$ cat src/rtl/sorted_ram_writer_if.sv
// Bus between the sorted-table writer and its user: the level insert
// handshake, the clear request, the status flags and the read port.
interface sorted_ram_writer_if #(
   parameter int DATA_W = 8,
   parameter int ADDR_W = 5
);
   logic              s;
   logic [DATA_W-1:0] a;
   logic              clear;
   logic [ADDR_W-1:0] rd_addr;
   logic [DATA_W-1:0] rd_data;
   logic              done;
   logic              dropped;
   logic              full;
   logic [ADDR_W:0]   count;

   modport master (
      output s, a, clear, rd_addr,
      input  rd_data, done, dropped, full, count
   );

   modport slave (
      input  s, a, clear, rd_addr,
      output rd_data, done, dropped, full, count
   );
endinterface

$ cat src/rtl/sorted_ram_writer.sv
// Insertion-sort writer: keeps mem[0..count-1] ascending (stable for equal
// values) by shifting larger entries up one slot per cycle, then dropping the
// new value into the hole. A registered read port returns mem[rd_addr] one
// cycle later so a search block can read this table like a synchronous RAM.
module sorted_ram_writer #(
   parameter int DATA_W = 8,
   parameter int ADDR_W = 5,
   parameter int DEPTH  = 32
) (
   input logic                clk,
   input logic                reset,
   sorted_ram_writer_if.slave bus
);

   localparam logic [ADDR_W:0] LP_DEPTH = (ADDR_W+1)'(DEPTH);

   typedef enum logic [1:0] {
      ST_IDLE,
      ST_SHIFT,
      ST_DONE
   } state_t;

   state_t            r_state;
   state_t            w_next;
   logic [DATA_W-1:0] r_mem [DEPTH];
   logic [DATA_W-1:0] r_val;
   logic [DATA_W-1:0] r_rd_data;
   logic [ADDR_W-1:0] r_idx;
   logic [ADDR_W:0]   r_count;
   logic              r_dropped;

   logic              w_full;
   logic              w_clear;
   logic              w_load;
   logic              w_drop;
   logic              w_shift;
   logic              w_write;
   logic              w_release;
   logic [ADDR_W-1:0] w_idx_m1;
   logic [DATA_W-1:0] w_prev;

   assign w_full   = (r_count == LP_DEPTH);
   // idx-1 wraps when idx is 0, but the neighbour is only used when idx > 0.
   assign w_idx_m1 = r_idx - ADDR_W'(1);
   assign w_prev   = r_mem[w_idx_m1];

   assign bus.rd_data = r_rd_data;
   assign bus.done    = (r_state == ST_DONE);
   assign bus.dropped = r_dropped;
   assign bus.full    = w_full;
   assign bus.count   = r_count;

   // State register.
   always_ff @(posedge clk or posedge reset) begin
      if (reset) begin
         r_state <= ST_IDLE;
      end else begin
         r_state <= w_next;
      end
   end

   // Next-state decode and the one-hot action strobes for the datapath.
   always_comb begin
      w_next    = r_state;
      w_clear   = 1'b0;
      w_load    = 1'b0;
      w_drop    = 1'b0;
      w_shift   = 1'b0;
      w_write   = 1'b0;
      w_release = 1'b0;
      case (r_state)
         ST_IDLE: begin
            if (bus.clear) begin
               w_clear = 1'b1;
            end else if (bus.s) begin
               if (w_full) begin
                  w_drop = 1'b1;
                  w_next = ST_DONE;
               end else begin
                  w_load = 1'b1;
                  w_next = ST_SHIFT;
               end
            end
         end
         ST_SHIFT: begin
            // Strict compare keeps equal values below the new one (stable).
            if ((r_idx != '0) && (w_prev > r_val)) begin
               w_shift = 1'b1;
            end else begin
               w_write = 1'b1;
               w_next  = ST_DONE;
            end
         end
         ST_DONE: begin
            if (!bus.s) begin
               w_release = 1'b1;
               w_next    = ST_IDLE;
            end
         end
         default: begin
            w_next = ST_IDLE;
         end
      endcase
   end

   // Insert bookkeeping: captured value, hole index, entry count, drop flag.
   always_ff @(posedge clk or posedge reset) begin
      if (reset) begin
         r_val     <= '0;
         r_idx     <= '0;
         r_count   <= '0;
         r_dropped <= 1'b0;
      end else begin
         if (w_clear) begin
            r_count <= '0;
         end
         if (w_load) begin
            r_val <= bus.a;
            // Only loaded when not full, so count fits in ADDR_W bits here.
            r_idx <= r_count[ADDR_W-1:0];
         end
         if (w_shift) begin
            r_idx <= w_idx_m1;
         end
         if (w_write) begin
            r_count <= r_count + (ADDR_W+1)'(1);
         end
         if (w_drop) begin
            r_dropped <= 1'b1;
         end else if (w_release) begin
            r_dropped <= 1'b0;
         end
      end
   end

   // Table storage: cleared as a whole, otherwise one slot written per cycle.
   always_ff @(posedge clk or posedge reset) begin
      if (reset) begin
         for (int i = 0; i < DEPTH; i++) begin
            r_mem[i] <= '0;
         end
      end else if (w_clear) begin
         for (int i = 0; i < DEPTH; i++) begin
            r_mem[i] <= '0;
         end
      end else if (w_shift) begin
         r_mem[r_idx] <= w_prev;
      end else if (w_write) begin
         r_mem[r_idx] <= r_val;
      end
   end

   // Registered read port; returns pre-edge contents on a same-edge write.
   always_ff @(posedge clk or posedge reset) begin
      if (reset) begin
         r_rd_data <= '0;
      end else begin
         r_rd_data <= r_mem[bus.rd_addr];
      end
   end

endmodule

$ cat src/flat_wrapper.sv
// flat-port wrapper written by rule: the top's interface ports become plain ports
module sorted_ram_writer_flat 
#(
   parameter int DATA_W = 8,
   parameter int ADDR_W = 5,
   parameter int DEPTH  = 32
)
  (clk, reset, bus_s, bus_a, bus_clear, bus_rd_addr, bus_rd_data, bus_done, bus_dropped, bus_full, bus_count);
  sorted_ram_writer_if #(.DATA_W(DATA_W), .ADDR_W(ADDR_W)) bus_i ();
  input logic clk;
  input logic reset;
  input wire logic [$bits(bus_i.s)-1:0] bus_s;
  input wire logic [$bits(bus_i.a)-1:0] bus_a;
  input wire logic [$bits(bus_i.clear)-1:0] bus_clear;
  input wire logic [$bits(bus_i.rd_addr)-1:0] bus_rd_addr;
  output wire logic [$bits(bus_i.rd_data)-1:0] bus_rd_data;
  output wire logic [$bits(bus_i.done)-1:0] bus_done;
  output wire logic [$bits(bus_i.dropped)-1:0] bus_dropped;
  output wire logic [$bits(bus_i.full)-1:0] bus_full;
  output wire logic [$bits(bus_i.count)-1:0] bus_count;
  assign bus_i.s = bus_s;
  assign bus_i.a = bus_a;
  assign bus_i.clear = bus_clear;
  assign bus_i.rd_addr = bus_rd_addr;
  assign bus_rd_data = bus_i.rd_data;
  assign bus_done = bus_i.done;
  assign bus_dropped = bus_i.dropped;
  assign bus_full = bus_i.full;
  assign bus_count = bus_i.count;
  sorted_ram_writer #(.DATA_W(DATA_W), .ADDR_W(ADDR_W), .DEPTH(DEPTH)) u_core (.clk(clk), .reset(reset), .bus(bus_i));
endmodule
$ cat config.mk
export PLATFORM = sky130hd
export DESIGN_NAME = sorted_ram_writer_flat
export DESIGN_NICKNAME = d
export VERILOG_FILES = /design/src/rtl/sorted_ram_writer_if.sv /design/src/rtl/sorted_ram_writer.sv /design/src/flat_wrapper.sv
export SDC_FILE = /design/constraint.sdc
export NUM_CORES = 1
export LEC_CHECK = 0
export CAP_MARGIN = 20
export CORE_AREA = 4 4 171 173
export DETAILED_ROUTE_END_ITERATION = 10
export DIE_AREA = 0 0 175 177
export PLACE_DENSITY_LB_ADDON = 0.25
export SYNTH_ARGS = -nofsm -noshare
export SYNTH_HDL_FRONTEND = slang
export SYNTH_SLANG_ARGS = --single-unit
$ cat constraint.sdc
create_clock -name clk -period 10.45 [get_ports clk]
set_input_delay 2.09 -clock clk [delete_from_list [all_inputs] [get_ports clk]]
set_output_delay 2.09 -clock clk [all_outputs]
set_load 0.1 [all_outputs]
---- Word-level counts from Yosys, hierarchy flattened ----
Index checks and enable logic that the tools add are counted.
storage, ports and cells
  bits in registers ....................... 286
  input port bits ......................... 17
  output and inout bits ................... 17
cells by class
  add/sub/neg operators ................... 2
  magnitude comparators ................... 5
  equal/unequal tests ..................... 7
  multiplexer cells ....................... 41
  bitwise logic cells ..................... 3
  reductions and logical operators ........ 9
operator list
  cell                                                number
  two-way mux 256 bit                                 3
  bitwise mux 256 bit                                 2
  binary-select mux 8 bit (select 5 bit)              2
  demux 8 bit (select 5 bit)                          1
  two-way mux 8 bit                                   5
  >= comparator 6 bit, second input constant          3
  two-way mux 1 bit                                   18
  inverter 5 -> 6 bit                                 3
  two-way mux 6 bit                                   2
  two-way mux 2 bit                                   5
  two-way mux 5 bit                                   2
  > comparator 8 bit                                  1
  != test 2 bit, second input constant                4
  adder 6 x 1 -> 6 bit, second input constant         1
  == test 6 bit, second input constant                1
  < comparator 6 x 1 -> 1 bit, second input constant  1
  case mux 2 bit (3 select lines)                     1
  nonzero test 2 bit                                  3
  nonzero test 5 bit                                  1
  subtractor 5 x 1 -> 5 bit, second input constant    1
  AND reduction 4 bit                                 1
  nonzero test 3 bit                                  1
  == test 2 x 1 -> 1 bit, second input constant       1
  == test 2 bit, second input constant                1
  other kinds (2)                                     3

---- Depth between registers and ports, before layout ----
  depth after elaboration ................. 12
  gate-level depth with buffers ........... 19
  depth with buffers taken out ............ 14

---- Least setup slack after synthesis ----
Ideal clock, no wire load.
  path kind ............................... register to register
  start point ............................. register u_core.r_idx[0]
  end point ............................... register u_core.r_mem[45] in the netlist's numbering
  library setup time ...................... 0.132 ns
  data arrival time ....................... 4.673 ns
  required time ........................... 10.318 ns
  setup slack ............................. 5.644 ns
  stages on the path, launching flop included .. 19
  cell sequence ........................... dfrtp_1 buf_6 buf_2 inv_1 ha_1 buf_4 clkbuf_1 mux4_2 mux2_2 a21oi_1 a2111oi_2 ha_1 o21ai_0 a221o_1 a211oi_2 buf_2 mux2i_1 buf_6 o21ai_0
between the ends
  longest elaborated chain between the ends .. 11
ends and longest elaborated chain
  what                                                   RTL line                  text
  from (decl)                                            sorted_ram_writer.sv:28   logic [ADDR_W-1:0] r_idx;
  from (signal assigned)                                 sorted_ram_writer.sv:120  r_idx <= r_count[ADDR_W-1:0];
  from (signal assigned)                                 sorted_ram_writer.sv:123  r_idx <= w_idx_m1;
  subtractor 5 x 1 -> 5 bit                              sorted_ram_writer.sv:44   assign w_idx_m1 = r_idx - ADDR_W'(1);
  inverter 5 -> 6 bit (not written as such)              sorted_ram_writer.sv:45   assign w_prev = r_mem[w_idx_m1];
  binary-select mux 8 bit (select 5 bit)                 sorted_ram_writer.sv:45
  two-way mux 8 bit (not written as such) (2 in series)  sorted_ram_writer.sv:45
  > comparator 8 bit                                     sorted_ram_writer.sv:87   if ((r_idx != '0) && (w_prev > r_val)) begin
  logical AND 1 bit                                      sorted_ram_writer.sv:87
  two-way mux 1 bit                                      sorted_ram_writer.sv:87
  two-way mux 1 bit                                      sorted_ram_writer.sv:71   case (r_state)
  two-way mux 256 bit                                    sorted_ram_writer.sv:146  end else if (w_shift) begin
  two-way mux 256 bit                                    sorted_ram_writer.sv:142  end else if (w_clear) begin
  to (signal, indexed assignment)                        sorted_ram_writer.sv:147  r_mem[r_idx] <= w_prev;
  to (signal, indexed assignment)                        sorted_ram_writer.sv:149  r_mem[r_idx] <= r_val;
  to (decl)                                              sorted_ram_writer.sv:25   logic [DATA_W-1:0] r_mem [DEPTH];
Several ways; a longest one is shown, not always the timed one. The select of a mux whose other input is x is not followed.
A chain may end at the register's enable or synchronous reset.

---- Worst setup path after layout ----
  start point ............................. register u_core.r_idx[0]
  end point ............................... register u_core.r_mem[1] in the netlist's numbering
Same word-level chain as after synthesis.

==> results.py <==
metrics = {
    "setup_path": {
        "crit_top_cell": "buf_4",
        "cp-end-kind": "flip-flop",
        "slowest_delay_ps": 950,
        "crit_chain": "inv_1, ha_4, buf_4, mux4_2, mux2_2, a21oi_1, a2111oi_2, ha_1, o21a_1, o21ai_0, a221o_1, a211oi_2, buf_4, mux2i_2, buf_4, o21ai_0",
        "cpMaxStageDelayCell": "mux2i_2",
        "cp_data_required_time_ps": 10860,
        "critPathMaxFanout": 40,
        "rrSetupSlack_ps": 3380,
        "path_delay_family": "multiplexers",
        "crit_type": "flip-flop to flip-flop",
        "worstPathArrival_ps": 7490,
        "start_kind": "flip-flop",
        "critPathBufInv": 4,
    },
    "clock_network": {
        "cts_sinks": 286,
        "holdBufCountCts": 0,
        "clk_pin_slew_ps": 60,
        "cts_tree": "built",
        "cts-root-buf": "clkbuf_16",
        "clockBufferDepth": 3,
        "numCtsBuffers": 31,
        "clk_latency_ps": 560,
        "ctsResizeCount": 0,
        "post-cts-setup-buffers": 0,
        "h-tree-depth": 1,
    },
    "pwr": {
        "power_mw": 4.08,
        "pwr-share-clk_pct": 25.8,
        "ir_drop_v": 0.000227,
        "comb_power_share_pct": 41.2,
        "p_per_area_nw_per_um2": 242,
        "seq_power_share_pct": 33.0,
        "intPower_mw": 2.35,
        "p_switching_mw": 1.73,
        "p_leak_nw": 6.89,
        "sw_frac_of_total_pct": 42.3,
    },
    "global_route": {
        "grt_max_degree": 164,
        "grt_pass1_vias": 11400,
        "grt_pass1_wl_mm": 69.5,
        "grt_overflow_total": 0,
        "grtUsageTotal_pct": 28.8,
        "antenna_found_initial": 2,
    },
    "die": {
        "dieArea_um2": 31000,
        "row_count": 61,
        "initial_utilization_pct": 56.3,
        "core_area_um2": 27600,
        "io_pins": 34,
        "fp.dieW_um": 175,
        "die_h_um": 177,
    },
    "synthesis": {
        "synth_cells": 1365,
        "ys_seq_area_share_pct": 46.0,
        "synth_edf_count": 0,
        "syn_area_um2": 15600,
        "synth-main-ff-cell": "dfrtp_1",
        "synth-seq-cells": 286,
        "synthArstFlopShare_pct": 100,
        "synth_cell_types": 52,
        "syn_area_per_cell_um2": 11.4,
        "ys_warn_count": 0,
        "synth_nets": 1397,
    },
    "detailed_routing": {
        "totalWireLength_mm": 43.9,
        "dr.pass1.iters": 5,
        "drc": 0,
        "dr.first_iter.drc_count": 1626,
        "num_vias": 11900,
        "wl_per_cell_um": 25.7,
        "antenna_left": 0,
        "routed_via_density": 6.94,
    },
    "layout": {
        "fin_area_um2": 16900,
        "diodes": 0,
        "nNetsFinal": 1342,
        "nFillCells": 2236,
        "syn2layout_area_growth_pct": 8.47,
        "multi_input_area_um2": 7720,
        "drive_above_1_share_pct": 19.5,
        "seq_area_um2": 7160,
    },
    "placed_design": {
        "hpwlAfterDp_mm": 27.7,
        "gp_congestion": 0.977,
        "io_buffers": 33,
        "dpl-instance-area_um2": 15900,
    },
    "worst_hold_path": {
        "hold_path.class": "flip-flop to flip-flop",
    },
    "timing": {
        "max_slew_margin_pct": 22.6,
        "tightestPinTransition_ps": 1160,
        "fin_crit_ps": 7070,
        "slew_violations": 0,
        "period_share_pct": 67.7,
        "max_freq_ghz": 0.141,
        "final-setup-viol-count": 0,
        "fin_skew_ps": 12.4,
        "fin_tns_setup_ps": 0,
        "grt_setup_unrepaired": "no",
        "hold_violations": 0,
    },
    "run": {
        "max_cap_violations": 0,
    },
    "run_status": {
        "status": "complete, no violations",
    },
}
## routing by layer
layer  vias to the layer above  track usage [%]  wire, um
li1                       5038                -         -
met1                      5989             43.4     17900
met2                       710             42.4     19700
met3                       124             6.45      4720
met4                         0             9.10      1600
met5                         -                0         0
## metrics by stage
step / hold WS (ps) / setup slack [ps] / util, % / cells
after detailed placement: 504 / 3520 / 57.6 / 1655
after CTS: 518 / 3530 / 61.1 / 1708
final: 517 / 3380 / 61.1 / 1708
after global routing: 540 / 3170 / 61.1 / 1708
after floorplan: 471 / 468 / - / 1365
after global placement: 494 / 3640 / 57.6 / 1655
## flip-flops by register name, indices dropped and copies added (netlist names)
name,count
u_core.bus.count,6
u_core.bus.dropped,1
u_core.bus.rd_data,8
u_core.r_idx,5
u_core.r_mem,256
u_core.r_state,2
u_core.r_val,8
## cells in the mapped netlist, types with 3 or more instances
| library cell | instances | area (um2) |
|---|---|---|
| and2_1 | 6 | 37.5 |
| buf_6 | 12 | 135 |
| a21oi_1 | 26 | 130 |
| nor3_1 | 6 | 30.0 |
| nor3b_1 | 4 | 30.0 |
| a211oi_1 | 10 | 75.1 |
| clkbuf_1 | 84 | 315 |
| nor2_1 | 10 | 37.5 |
| nand2_1 | 65 | 244 |
| mux4_2 | 144 | 3240 |
| nor2b_1 | 12 | 75.1 |
| dfrtp_1 | 286 | 7160 |
| o211ai_1 | 4 | 30.0 |
| clkbuf_2 | 11 | 55.1 |
| buf_1 | 9 | 33.8 |
| inv_1 | 23 | 86.3 |
| o21ai_1 | 21 | 105 |
| mux2i_1 | 16 | 160 |
| buf_4 | 6 | 45.0 |
| mux2_2 | 26 | 293 |
| nand3_1 | 252 | 1260 |
| and3b_1 | 3 | 26.3 |
| ha_1 | 15 | 188 |
| buf_2 | 17 | 85.1 |
| a2111oi_2 | 7 | 105 |
| o21ai_0 | 255 | 1280 |
## final timing paths
| path | from | to | depth (start not counted) |
|---|---|---|---|
| min in group asynchronous | reset | u_core.r_mem[177] | 2 |
| worst max-delay path | u_core.r_idx[0] | u_core.r_mem[1] | 16 |
| worst min-delay path | u_core.r_mem[91] | u_core.r_mem[91] | 2 |
| worst min register to register | u_core.r_mem[91] | u_core.r_mem[91] | 2 |
| worst max register to register | u_core.r_idx[0] | u_core.r_mem[1] | 16 |
| max in group asynchronous | reset | u_core.r_idx[0] | 3 |
## tightest hold or removal path: stages (launching register included)
cell	delay (ps)
dfrtp_1	350
nand3_1	60
o21ai_0	70
## layout make-up
class                      count  area share (%)
clock inverter                 8           0.422
multi-input combinational    917            45.7
tap                          378            2.80
inverter                      23           0.556
timing repair buffer          51            2.80
clock buffer                  45            5.26
sequential                   286            42.4
## layout by cell type, fill, tap and decap left out, types with 3 or more instances in the layout
master	instances
inv_1	22
a2111oi_2	7
nand3_1	252
mux2i_1	9
mux2_2	26
dfrtp_1	285
nand2_1	64
ha_1	14
clkbuf_1	8
o211ai_1	4
nor2b_1	12
clkbuf_16	31
mux4_2	144
a211oi_1	10
nor2_1	10
nor3_1	6
o21ai_0	255
clkinv_2	5
mux2i_2	7
and2_1	6
nor3b_1	4
o21ai_1	21
and3b_1	3
clkdlybuf4s50_1	31
buf_4	19
clkbuf_8	6
a21oi_1	26
## cell families after synthesis
logic type               after synthesis  share of synthesized area (%)
adder cells (fa/ha/maj)               15                           1.21
AO/OA/AOI/OAI                        342                           12.2
flip-flops                           286                           46.0
XOR/XNOR                               4                          0.225
AND/OR/NAND/NOR                      369                           11.7
buffers and inverters                162                           4.86
multiplexers                         187                           23.8
## power groups by stage
stage,sequential (mW),clock (mW),combinational [mW]
6_report,1.34,1.05,1.68
5_1_grt,1.36,1.11,1.79
4_1_cts,1.34,1.06,1.64
3_5_place_dp,1.36,0,1.64
3_3_place_gp,1.35,0,1.64
2_1_floorplan,1.32,0,1.24
Note: power is estimated with default switching activity, not from simulation.
